$ cat config.mk
export PLATFORM = sky130hd
export DESIGN_NAME = ram_master_flat
export DESIGN_NICKNAME = d
export VERILOG_FILES = /design/src/rtl/ram_master_pkg.sv /design/src/rtl/ram_master_if.sv /design/src/rtl/ram_master_wdog.sv /design/src/rtl/ram_master.sv /design/src/flat_wrapper.sv
export SDC_FILE = /design/constraint.sdc
export NUM_CORES = 1
export LEC_CHECK = 0
export CORE_MARGIN = 2
export CORE_UTILIZATION = 35
export CTS_CLUSTER_DIAMETER = 40
export DETAILED_ROUTE_END_ITERATION = 10
export PLACE_DENSITY_LB_ADDON = 0.2
export SLEW_MARGIN = 10
export SYNTH_ARGS = -nofsm -noshare
export SYNTH_HDL_FRONTEND = slang
export SYNTH_SLANG_ARGS = --single-unit
export TNS_END_PERCENT = 1
$ cat constraint.sdc
create_clock -name clk -period 3.11 [get_ports clk]
set_input_delay 0.933 -clock clk [delete_from_list [all_inputs] [get_ports clk]]
set_output_delay 0.933 -clock clk [all_outputs]
set_load 0.03 [all_outputs]
$ cat src/rtl/ram_master_pkg.sv
// Shared types and defaults for the change-detect RAM initiator (ram_master).
package ram_master_pkg;

    localparam int DATA_W             = 32;
    localparam int RAM_MASTER_SIZE    = 1024;
    localparam int RAM_MASTER_TIMEOUT = 16;
    localparam int SETTLE_CYCLES      = 2;

    typedef enum logic [2:0] {
        SETTLE,
        IDLE,
        WAIT_LO,
        WAIT_HI,
        WAIT_SAME,
        DONE
    } ram_master_state_t;

    // SIZE is a power of two, so the modulo reduces to a mask.
    function automatic logic [DATA_W-1:0] wrap_addr(input logic [DATA_W-1:0] addr,
                                                    input int size);
        return addr & DATA_W'(size - 1);
    endfunction

endpackage

$ cat src/rtl/ram_master_if.sv
// CPU request/response port plus the RAM-side bundle driven by ram_master.
interface ram_master_if;
    import ram_master_pkg::*;

    logic              req_valid;
    logic              req_ready;
    logic              req_wr;
    logic [DATA_W-1:0] req_addr;
    logic [DATA_W-1:0] req_data;
    logic              resp_valid;
    logic [DATA_W-1:0] resp_data;
    logic              resp_err;
    logic [DATA_W-1:0] mem_data;
    logic [DATA_W-1:0] mem_addr;
    logic              mem_wr;
    logic              mem_response;
    logic [DATA_W-1:0] mem_out;

    modport master (
        input  req_valid, req_wr, req_addr, req_data, mem_response, mem_out,
        output req_ready, resp_valid, resp_data, resp_err, mem_data, mem_addr, mem_wr
    );

    modport slave (
        output req_valid, req_wr, req_addr, req_data, mem_response, mem_out,
        input  req_ready, resp_valid, resp_data, resp_err, mem_data, mem_addr, mem_wr
    );

endinterface

$ cat src/rtl/ram_master_wdog.sv
// Per-transaction timeout counter; only built when RAM_MASTER_WATCHDOG_EN is defined.
module ram_master_wdog #(
    parameter int TIMEOUT = 16
) (
    input  logic clk,
    input  logic rst_n,
    input  logic clear,
    input  logic en,
    output logic expired
);
    localparam int CW = $clog2(TIMEOUT + 1);

    logic [CW-1:0] cnt;

    always_ff @(posedge clk or negedge rst_n) begin
        if (!rst_n) begin
            cnt <= '0;
        end else if (clear) begin
            cnt <= '0;
        end else if (en) begin
            cnt <= cnt + CW'(1);
        end
    end

    // Fires during the TIMEOUT-th enabled cycle so the abort lands on that edge.
    assign expired = en && (cnt == CW'(TIMEOUT - 1));

endmodule

$ cat src/rtl/ram_master.sv
// Single-outstanding initiator for the change-detect RAM handshake.
// Optional timeout abort is compiled in with RAM_MASTER_WATCHDOG_EN.
module ram_master
    import ram_master_pkg::*;
#(
    parameter int SIZE    = RAM_MASTER_SIZE,
    parameter int TIMEOUT = RAM_MASTER_TIMEOUT
) (
    input  logic         clk,
    input  logic         rst_n,
    ram_master_if.master bus
);
    ram_master_state_t state, state_nxt;
    logic [1:0]        cnt;
    logic              accept, capture, abort, expired, same_bundle;
    logic [DATA_W-1:0] addr_wrap;
    logic [DATA_W-1:0] mem_data_p0, mem_addr_p0;
    logic              mem_wr_p0;
    logic [DATA_W-1:0] resp_data_p1;

    assign addr_wrap   = wrap_addr(bus.req_addr, SIZE);
    assign same_bundle = {bus.req_wr, addr_wrap, bus.req_data} ==
                         {mem_wr_p0, mem_addr_p0, mem_data_p0};

    always_comb begin
        state_nxt = state;
        accept    = 1'b0;
        capture   = 1'b0;
        abort     = 1'b0;
        case (state)
            SETTLE:    if (cnt == 2'(SETTLE_CYCLES - 1)) state_nxt = IDLE;
            IDLE: begin
                if (bus.req_valid) begin
                    accept = 1'b1;
                    // The RAM only reacts to a change; an identical bundle never drops response.
                    state_nxt = same_bundle ? WAIT_SAME : WAIT_LO;
                end
            end
            WAIT_LO: begin
                if (!bus.mem_response) begin
                    state_nxt = WAIT_HI;
                end else if (expired) begin
                    abort     = 1'b1;
                    state_nxt = DONE;
                end
            end
            WAIT_HI: begin
                if (bus.mem_response) begin
                    capture   = 1'b1;
                    state_nxt = DONE;
                end else if (expired) begin
                    abort     = 1'b1;
                    state_nxt = DONE;
                end
            end
            WAIT_SAME: begin
                if (cnt == 2'd1) begin
                    capture   = 1'b1;
                    state_nxt = DONE;
                end
            end
            DONE:      state_nxt = IDLE;
            default:   state_nxt = SETTLE;
        endcase
    end

    // Stage p0: request bundle held toward the RAM; stage p1: captured response
    always_ff @(posedge clk or negedge rst_n) begin
        if (!rst_n) begin
            state        <= SETTLE;
            cnt          <= '0;
            mem_data_p0  <= '0;
            mem_addr_p0  <= '0;
            mem_wr_p0    <= 1'b0;
            resp_data_p1 <= '0;
        end else begin
            state <= state_nxt;
            cnt   <= (state_nxt != state) ? 2'd0 : cnt + 2'd1;
            if (accept) begin
                mem_data_p0 <= bus.req_data;
                mem_addr_p0 <= addr_wrap;
                mem_wr_p0   <= bus.req_wr;
            end
            if (capture) begin
                resp_data_p1 <= mem_wr_p0 ? '0 : bus.mem_out;
            end else if (abort) begin
                resp_data_p1 <= '0;
            end
        end
    end

`ifdef RAM_MASTER_WATCHDOG_EN
    logic wdog_clear, wdog_en, resp_err_p1;

    assign wdog_clear = (state == IDLE);
    assign wdog_en    = (state == WAIT_LO) || (state == WAIT_HI);

    ram_master_wdog #(.TIMEOUT(TIMEOUT)) u_wdog (
        .clk     (clk),
        .rst_n   (rst_n),
        .clear   (wdog_clear),
        .en      (wdog_en),
        .expired (expired)
    );

    always_ff @(posedge clk or negedge rst_n) begin
        if (!rst_n) begin
            resp_err_p1 <= 1'b0;
        end else if (capture) begin
            resp_err_p1 <= 1'b0;
        end else if (abort) begin
            resp_err_p1 <= 1'b1;
        end
    end

    assign bus.resp_err = resp_err_p1;
`else
    assign expired      = 1'b0;
    assign bus.resp_err = 1'b0;
`endif

    assign bus.req_ready  = (state == IDLE);
    assign bus.resp_valid = (state == DONE);
    assign bus.resp_data  = resp_data_p1;
    assign bus.mem_data   = mem_data_p0;
    assign bus.mem_addr   = mem_addr_p0;
    assign bus.mem_wr     = mem_wr_p0;

endmodule

$ cat src/flat_wrapper.sv
// flat-port wrapper written by rule: the top's interface ports become plain ports
module ram_master_flat import ram_master_pkg::*;
#(
    parameter int SIZE    = RAM_MASTER_SIZE,
    parameter int TIMEOUT = RAM_MASTER_TIMEOUT
)
  (clk, rst_n, bus_req_valid, bus_req_wr, bus_req_addr, bus_req_data, bus_mem_response, bus_mem_out, bus_req_ready, bus_resp_valid, bus_resp_data, bus_resp_err, bus_mem_data, bus_mem_addr, bus_mem_wr);
  ram_master_if bus_i ();
  input  logic clk;
  input  logic rst_n;
  input wire logic [$bits(bus_i.req_valid)-1:0] bus_req_valid;
  input wire logic [$bits(bus_i.req_wr)-1:0] bus_req_wr;
  input wire logic [$bits(bus_i.req_addr)-1:0] bus_req_addr;
  input wire logic [$bits(bus_i.req_data)-1:0] bus_req_data;
  input wire logic [$bits(bus_i.mem_response)-1:0] bus_mem_response;
  input wire logic [$bits(bus_i.mem_out)-1:0] bus_mem_out;
  output wire logic [$bits(bus_i.req_ready)-1:0] bus_req_ready;
  output wire logic [$bits(bus_i.resp_valid)-1:0] bus_resp_valid;
  output wire logic [$bits(bus_i.resp_data)-1:0] bus_resp_data;
  output wire logic [$bits(bus_i.resp_err)-1:0] bus_resp_err;
  output wire logic [$bits(bus_i.mem_data)-1:0] bus_mem_data;
  output wire logic [$bits(bus_i.mem_addr)-1:0] bus_mem_addr;
  output wire logic [$bits(bus_i.mem_wr)-1:0] bus_mem_wr;
  assign bus_i.req_valid = bus_req_valid;
  assign bus_i.req_wr = bus_req_wr;
  assign bus_i.req_addr = bus_req_addr;
  assign bus_i.req_data = bus_req_data;
  assign bus_i.mem_response = bus_mem_response;
  assign bus_i.mem_out = bus_mem_out;
  assign bus_req_ready = bus_i.req_ready;
  assign bus_resp_valid = bus_i.resp_valid;
  assign bus_resp_data = bus_i.resp_data;
  assign bus_resp_err = bus_i.resp_err;
  assign bus_mem_data = bus_i.mem_data;
  assign bus_mem_addr = bus_i.mem_addr;
  assign bus_mem_wr = bus_i.mem_wr;
  ram_master #(.SIZE(SIZE), .TIMEOUT(TIMEOUT)) u_core (.clk(clk), .rst_n(rst_n), .bus(bus_i));
endmodule
==> results_dict.tcl <==
set metrics [dict create \
    status "complete, no violations" \
    cts_tree "done" \
    cts_root_buf "clkbuf_16" \
    postCtsSetupRepairBufs 0 \
    ctsHoldBuffers 0 \
    drv_cap 0 \
    grt-ovfl-total 0 \
    clock_latency_ns 0.33 \
    multiInputGateArea_um2 1700 \
    endpoint_kind "primary output" \
    setup_tns_ns 0 \
    yosysWarnings 0 \
    n_fill_cell 979 \
    clkTransAtPathRegs_ns 0.06 \
    routed_wl_um 9060 \
    finalCritPeriodShare 0.869 \
    place_ws_ns 0.436 \
    grt_max_degree 65 \
    cts-htree-levels 3 \
    finalSetupViolations 0 \
    holdCritPathClass "flop to flop" \
    arrival_ns 1.77 \
    grt_pass1_wl_um 14300 \
    place_inst 627 \
    ff_latch_area_um2 2000 \
    synth.avg_cell_area_um2 11.5 \
    seqPwrFrac 0.296 \
    finalInstanceArea_um2 5820 \
    synthCells 345 \
    port_buffers 155 \
    combPwrFrac 0.535 \
    critical_path.max_fanout 7 \
    total_power_mw 6.60 \
    dr_wl_met2_um 4010 \
    wl_met3_um 1100 \
    cts_made_buffers 9 \
    clkPwrFrac 0.168 \
    rr_startpoint "u_core.state[2]" \
    viasPerCell 4.52 \
    ys_types 35 \
    p_leak_nw 2.37 \
    path_class "flop to primary output" \
    hold_viol 0 \
    ys_seq_area_frac 0.506 \
    crit_required_ns 2.18 \
    dr_total_vias 2909 \
    grtUsageTotal 0.153 \
    start_util 0.362 \
    drtIter0Drc 97 \
    synth_seq_cells 80 \
    gp_congestion 0.772 \
    slew_headroom 0.638 \
    maxSlewViolCount 0 \
    p_per_area_nw_per_um2 1130 \
    hp-start "u_core.cnt[0]" \
    dieArea_um2 12200 \
    p_sw_frac 0.407 \
    antenna_cells 0 \
    rows 38 \
    cts_buffer_depth 2 \
    netlist_area_um2 3960 \
    route.detailed.drc 0 \
    max-vdd-ir-drop_uv 472 \
    switchingPower_mw 2.68 \
    placed_area_um2 5500 \
    nets 600 \
    dp_hpwl_um 6580 \
    drive_gt1_frac 0.119 \
    chipWidth_um 110 \
    wire_per_inst_um 14.1 \
    top_layer_used "met4" \
    drt.antenna.violating_nets 0 \
    cts_resized 0 \
    io_pins 201 \
    chipHeight_um 110 \
    core_um2 10900 \
    cp-start-kind "flop" \
    wl_met1_um 3830 \
    fin_crit_ns 2.70 \
    area_delta_synth_final_pct 46.9 \
    rsz0062_at_grt "false" \
    first_pass_iters 4 \
    clock_sinks 80 \
    skew_ns 0.00409 \
    fin_ws_ns 0.408 \
    internal_power_mw 3.92 \
    cp-startpoint "u_core.state[1]" \
    grt_pass1_vias 2974 \
    fmax_ghz 0.370 \
    layout.cells.non_filler 643 \
    tightest_slew_ns 0.542 \
    grt_antenna_before_repair 0 \
]
through the flow:
stage	hold slack, ns	utilization
finish	0.439	0.532
global route	0.460	0.532
CTS	0.438	0.532
detailed placement	0.431	0.503
global placement	0.417	0.503
floorplan	0.406	-
cells by family (layout without fill, tap and decap cells):
kind of cell             after synthesis  count (layout)  synth area share
AND/OR/NAND/NOR                       89              89             0.120
flip-flops                            80              80             0.506
AO/OA/AOI/OAI                         45              45            0.0667
XOR/XNOR                              43              43            0.0951
multiplexers                          43              43             0.122
buffers and inverters                 43             179            0.0859
adder cells (fa/ha/maj)                1               1           0.00316
other                                  1              23          0.000947
power groups by stage:
stage	logic [mW]	registers, mW	clock network (mW)
4_1_cts	3.59	1.97	1.15
6_report	3.53	1.96	1.11
2_1_floorplan	1.32	2.90	0
3_3_place_gp	3.54	1.95	0
3_5_place_dp	3.57	1.98	0
5_1_grt	3.81	2.03	1.20
sequential cells by signal (all words and copies together), names as in the netlist:
signal / count
u_core.bus.resp_data: 32
u_core.cnt: 2
u_core.bus.mem_wr: 1
u_core.bus.mem_addr: 10
u_core.bus.mem_data: 32
u_core.state: 3
area by class of cell:
| class | instances | share of cell area |
|---|---|---|
| inverter | 4 | 0.00258 |
| tap | 140 | 0.0301 |
| clock inverter | 2 | 0.00602 |
| clock buffer | 14 | 0.0488 |
| multi-input combinational | 244 | 0.293 |
| timing repair buffer | 159 | 0.276 |
| sequential | 80 | 0.344 |
worst paths after layout:
check / cells past startpoint / slack (ns) / endpoint
max: 3 / 0.41 / bus_resp_valid
min: 1 / 0.44 / u_core.cnt[0]
max reg2reg: 4 / 1.36 / u_core.bus.mem_data[5]
min reg2reg: 1 / 0.44 / u_core.cnt[0]
max in group asynchronous: 2 / 1.89 / u_core.bus.resp_data[3]
min in group asynchronous: 1 / 0.58 / u_core.bus.resp_data[5]
critical path, stage by stage (launching register included):
cell	delay, ns
dfrtp_1	0.47
inv_2	0.15
and3_1	0.16
clkdlybuf4s50_1	0.66
cell usage in the layout (no fill, tap or decap), types with 5 or more instances in the layout:
| master | n |
|---|---|
| mux2_2 | 34 |
| dfrtp_1 | 80 |
| nand2_1 | 32 |
| o21ai_1 | 5 |
| clkbuf_16 | 9 |
| xnor2_1 | 43 |
| clkdlybuf4s50_1 | 154 |
| nand2b_1 | 32 |
| mux2_1 | 9 |
| conb_1 | 23 |
| o21ai_0 | 30 |
| nand4_1 | 10 |
Yosys cell counts:
library cell,number,share of area
ha_1,1,0.0032
nor4_1,2,0.0032
clkbuf_1,2,0.0019
o211a_1,1,0.0025
o21ai_0,30,0.038
mux2_1,9,0.026
a211oi_1,3,0.0057
a21oi_1,2,0.0025
nand2_1,32,0.030
o2bb2ai_1,1,0.0022
inv_2,1,0.00095
and3_1,2,0.0032
a31oi_4,1,0.0054
inv_1,3,0.0028
o21bai_1,1,0.0019
nor2b_4,1,0.0035
a32oi_1,1,0.0022
or2_2,1,0.0016
buf_1,1,0.00095
buf_6,1,0.0028
clkbuf_2,3,0.0038
mux2_2,34,0.097
conb_1,1,0.00095
buf_12,4,0.020
nand3_1,3,0.0038
buf_4,27,0.051
and4_4,1,0.0028
dfrtp_1,80,0.51
nor3_1,3,0.0038
xnor2_1,43,0.095
nor2_1,2,0.0019
buf_2,1,0.0013
nand2b_1,32,0.051
o21ai_1,5,0.0063
nand4_1,10,0.016
layer usage:
metal	vias to the layer above	GRT usage
met1	1342	0.189
met3	10	0.0658
met2	134	0.239
met4	0	0.0563
li1	1423	-
met5	-	0
No activity file was read; power rests on OpenSTA's default activity.
==> RTL change 1, RTL diff (config.mk and constraints unchanged) <==
Add a define of `RAM_MASTER_WATCHDOG_EN`.
--- a/src/rtl/ram_master.sv
+++ b/src/rtl/ram_master.sv
@@ -1,5 +1,7 @@
 // Single-outstanding initiator for the change-detect RAM handshake.
 // Optional timeout abort is compiled in with RAM_MASTER_WATCHDOG_EN.
+`define RAM_MASTER_WATCHDOG_EN
+
 module ram_master
     import ram_master_pkg::*;
 #(
Check against the original RTL: no difference found for any inputs over 10 cycles, from zero or initial values and one cycle with rst_n low; that may be too few to reach the edited logic, so the function may still have changed.
==> RTL change 1 against the unedited design <==
Hold slack worse by 0.0024 ns; synthesized area is 2.1% higher; register-to-register slack worse by 0.29 ns; total power is 2.0% lower; synthesized cell count is 12% lower; wire length is 0.32% higher; cell area is 2.8% higher; worst setup slack worse by 0.11 ns; final cell count is 5.0% lower; maximum frequency is 4.0% lower; clock power is 9.9% higher; sequential cell count is 6 higher; critical path type unchanged.
==> RTL change 1: results (changes against the unedited design) <==
set qor(synth_compound_gate_area_share_pct) 9.836 ;# +3.2 points
set qor(ys_async_sr_fraction_pct) 100.0 ;# unchanged
set qor(outcome) {finished clean}
set qor(yosys-mux-area-fraction_pct) 12.25 ;# +0.021 points
set qor(cp-endpoint) {bus_req_ready}
set qor(vdd_ir_drop_max_mv) 0.4769 ;# +0.94%
set qor(grt_start_max_net_pins) 45 ;# -31%
set qor(netlist-cell-type-count) 38 ;# +8.6%
set qor(layout.nets) 567 ;# -5.5%
set qor(insertion_delay_ns) 0.34
set qor(ff2ff_path_depth) 8 ;# +4
set qor(yosys.area_share.adder_pct) 0.9279 ;# +0.61 points
set qor(antenna_violations_before_repair) 0 ;# unchanged
set qor(port_buffers) 156 ;# +0.65%
set qor(drt.antenna.violating_nets) 0 ;# unchanged
set qor(dp_cells) 595 ;# -5.1%
set qor(peak_fanout_along_the_critical_path) 11 ;# +4
set qor(r2r_start) {u_core.u_wdog.cnt[0]$_DFFE_PN0P_}
set qor(routedWlPerCell_um) 14.87 ;# +5.6%
set qor(filler_cell_count) 1017 ;# +3.9%
set qor(r2r_end) {u_core.bus.resp_data[15]$_DFFE_PN0P_}
set qor(global_route.usage.total_pct) 15.12 ;# -0.21 points
set qor(power_leakage_nw) 2.566 ;# +8.1%
set qor(netlist_top_cells_area) {dfrtp_1 53%, mux2_1 12%, xor2_1 9.3%, a22o_1 7.6%, buf_4 5.0%}
set qor(global_route_wire_length_before_repair_mm) 14.90 ;# +4.3%
set qor(cp_data_arrival_time_ns) 1.88 ;# +0.11 ns
set qor(synthesis.area_per_instance_um2) 13.26 ;# +16%
set qor(seq_area_frac_synth_pct) 53.20 ;# +2.6 points
set qor(final-setup-viol-count) 0 ;# unchanged
set qor(cts_buffers) 9 ;# unchanged
set qor(r2r_slack_ns) 1.07 ;# -0.29 ns
set qor(vias) 2852 ;# -2.0%
set qor(post_synth_xor_area_fraction_pct) 9.527 ;# +0.016 points
set qor(cts_buffer_depth) 2 ;# unchanged
set qor(final-instance-count-excl-fill) 611 ;# -5.0%
set qor(max-slew-margin-rel_pct) 61.94 ;# -1.9 points
set qor(drive_above_1_share_pct) 6.624 ;# -5.3 points
set qor(critical_path_start) {u_core.state[2]$_DFF_PN0_}
set qor(synth.cells.most_frequent) {86 x dfrtp_1, 43 x mux2_1, 43 x xor2_1, 35 x a22o_1, 27 x buf_4}
set qor(fin_skew_ns) 0.008009 ;# +0.003922 ns
set qor(first_iter_violations) 88 ;# -9.3%
set qor(synth_warnings) 0 ;# unchanged
set qor(number_of_global_route_vias_before_repair) 3046 ;# +2.4%
set qor(dpl.hpwl_mm) 6.586 ;# +0.16%
set qor(gp_congestion) 0.7810 ;# +1.2%
## RTL change 1: area by class of cell
type / instances / area (µm²) / area share, %
Sequential cell: 86 / 2152 / 36.01
Multi-Input combinational cell: 203 / 1678 / 28.07
Timing Repair Buffer: 161 / 1622 / 27.13
Clock buffer: 10 / 229.0 / 3.831
Tap cell: 143 / 178.9 / 2.994
Clock inverter: 6 / 110.1 / 1.842
Inverter: 2 / 7.507 / 0.1256
## RTL change 1: kinds of logic (layout without fill, tap and decap cells)
kind of cell             Yosys count  after routing
multiplexers                      44             44
adder cells (fa/ha/maj)            3              3
buffers and inverters             37            179
AND/OR/NAND/NOR                   42             42
flip-flops                        86             86
XOR/XNOR                          44             44
other                              1             22
AO/OA/AOI/OAI                     48             48
## RTL change 1: per-layer routing
layer / vias up / GRT usage, % / share of wire (%)
met5: - / 0 / 0
met2: 107 / 23.58 / 47
met4: 0 / 7.407 / 2.4
met1: 1372 / 18.15 / 43
li1: 1359 / - / -
met3: 14 / 6.260 / 8.0
## RTL change 1: critical path, stage by stage (launching register included)
cell and delay [ns]:
dfrtp_1 0.52, nand2b_1 0.23, nor2_1 0.11, clkdlybuf4s50_1 0.69
## RTL change 1: how the worst min path moves through the flow
stage	end	slack, ns	depth (start not counted)
2_1_floorplan	u_core.cnt[0]$_DFF_PN0_	0.41	1
3_3_place_gp	u_core.cnt[0]$_DFF_PN0_	0.42	1
3_5_place_dp	u_core.cnt[0]$_DFF_PN0_	0.43	1
4_1_cts	u_core.cnt[0]$_DFF_PN0_	0.44	1
5_1_grt	u_core.cnt[0]$_DFF_PN0_	0.47	1
6_report	u_core.cnt[0]$_DFF_PN0_	0.44	1
## RTL change 1: stage by stage
stage                     setup slack (ns)  util [%]  hold slack (ns)  area [µm²]  power (mW)
after floorplan                      1.103         -           0.4087        4124       4.028
after global placement              0.4612     49.59           0.4189        5638       5.257
after detailed placement            0.4534     49.59           0.4339        5638       5.303
after CTS                           0.2571     52.57           0.4425        5977       6.562
after global routing                0.1754     52.57           0.4678        5977       6.852
final                               0.2968     52.57           0.4367        5977       6.467
## RTL change 1: power by group
part           switching, mW  internal, mW  leakage [nW]
logic                   1.71          1.49          1.34
clock network          0.436         0.783         0.159
registers              0.430          1.63          1.06
==> RTL change 2, RTL diff (config.mk and constraints unchanged) <==
Made on the original files. The 6 states of `ram_master_state_t` get a one-hot encoding in 6 bits.
--- a/src/rtl/ram_master_pkg.sv
+++ b/src/rtl/ram_master_pkg.sv
@@ -6,13 +6,13 @@
     localparam int RAM_MASTER_TIMEOUT = 16;
     localparam int SETTLE_CYCLES      = 2;
 
-    typedef enum logic [2:0] {
-        SETTLE,
-        IDLE,
-        WAIT_LO,
-        WAIT_HI,
-        WAIT_SAME,
-        DONE
+    typedef enum logic [5:0] {
+        SETTLE    = 6'b000001,
+        IDLE      = 6'b000010,
+        WAIT_LO   = 6'b000100,
+        WAIT_HI   = 6'b001000,
+        WAIT_SAME = 6'b010000,
+        DONE      = 6'b100000
     } ram_master_state_t;
 
     // SIZE is a power of two, so the modulo reduces to a mask.
Function: no difference found for any inputs over 10 cycles, from zero or initial values and one cycle with rst_n low; not proved beyond that.
==> RTL change 2 against the unedited design <==
Synthesized area increased by 6.9%; total power fell by 17%; wire length up 6.9%; worst setup slack worse by 0.20 ns; cell area increased by 6.4%; via count up 5.0%; highest routed layer unchanged; clock skew grew 0.0015 ns; sequential cell count is 3 higher; sequential power decreased by 10%.
==> RTL change 2: results (changes against the unedited design) <==
set qor(netlist_top_cells_area) {dfrtp_1 48%, mux2_4 14%, xnor2_1 9.1%, nand2b_1 4.7%, o21ai_0 4.4%}
set qor(ff2ff_path_depth) 8 ;# +4
set qor(netlist-cell-type-count) 36 ;# +2.9%
set qor(clockNetworkAreaShare_pct) 5.056 ;# -0.43 points
set qor(multiInputCombCellCount) 262 ;# +7.4%
set qor(post_cts_resize_count) 1 ;# +1
set qor(grt_met3_use_pct) 5.420 ;# -1.2 points
set qor(final-nonclk-buf-share_pct) 26.67 ;# -0.90 points
set qor(number_of_global_route_vias_before_repair) 3109 ;# +4.5%
set qor(layout.clock_buffers) 11 ;# -3
set qor(multi_input_comb_area_um2) 1942 ;# +14%
set qor(drive_above_1_share_pct) 15.07 ;# +3.1 points
set qor(layout.non_clock_inverters) 5 ;# +1
set qor(seq_area_frac_synth_pct) 49.11 ;# -1.4 points
set qor(met3RoutedLength_um) 890 ;# -19%
set qor(gp_congestion) 0.7468 ;# -3.3%
set qor(netlist.area_leader.share_pct) 48.49 ;# -2.1 points
set qor(synth_seq_cells) 83 ;# +3.8%
set qor(peak_fanout_along_the_critical_path) 5 ;# -2
set qor(global_route.usage.total_pct) 15.21 ;# -0.11 points
set qor(synth.cells.most_frequent) {82 x dfrtp_1, 44 x xnor2_1, 39 x mux2_4, 37 x o21ai_0, 36 x nand2_1}
set qor(signal_buffers) 165 ;# +3.8%
set qor(critical_path_start) {u_core.state[2]$_DFF_PN0_}
set qor(outcome) {finished clean}
set qor(filler_cell_count) 1122 ;# +15%
set qor(route.detailed.vias_per_inst) 4.504 ;# -0.44%
set qor(vdd_ir_drop_max_mv) 0.4416 ;# -6.5%
-- RTL change 2: worst max-delay path, delay by kind of cell (launching register included) --
| family | cells | cell delay, ns |
|---|---|---|
| AND/OR/NAND/NOR | 3 | 0.79 |
| buffers and inverters | 1 | 0.43 |
| flip-flops | 1 | 0.42 |
-- RTL change 2: through the flow --
step | cell area [µm²] | worst slack [ns] | instances | util, % | total power, mW
final | 6187 | 0.2068 | 678 | 51.94 | 5.507
after global routing | 6187 | 0.06113 | 678 | 51.94 | 5.819
after floorplan | 4314 | 0.3842 | 391 | - | 3.442
after CTS | 6185 | 0.03887 | 678 | 51.92 | 5.582
after detailed placement | 5873 | 0.2458 | 662 | 49.31 | 4.437
after global placement | 5873 | 0.2434 | 662 | 49.31 | 4.407
-- RTL change 2: power by group --
group	switching, mW	leakage [nW]	internal (mW)
logic	1.28	1.51	1.37
registers	0.324	1.08	1.43
clock network	0.430	0.152	0.668
total	2.03	2.74	3.47
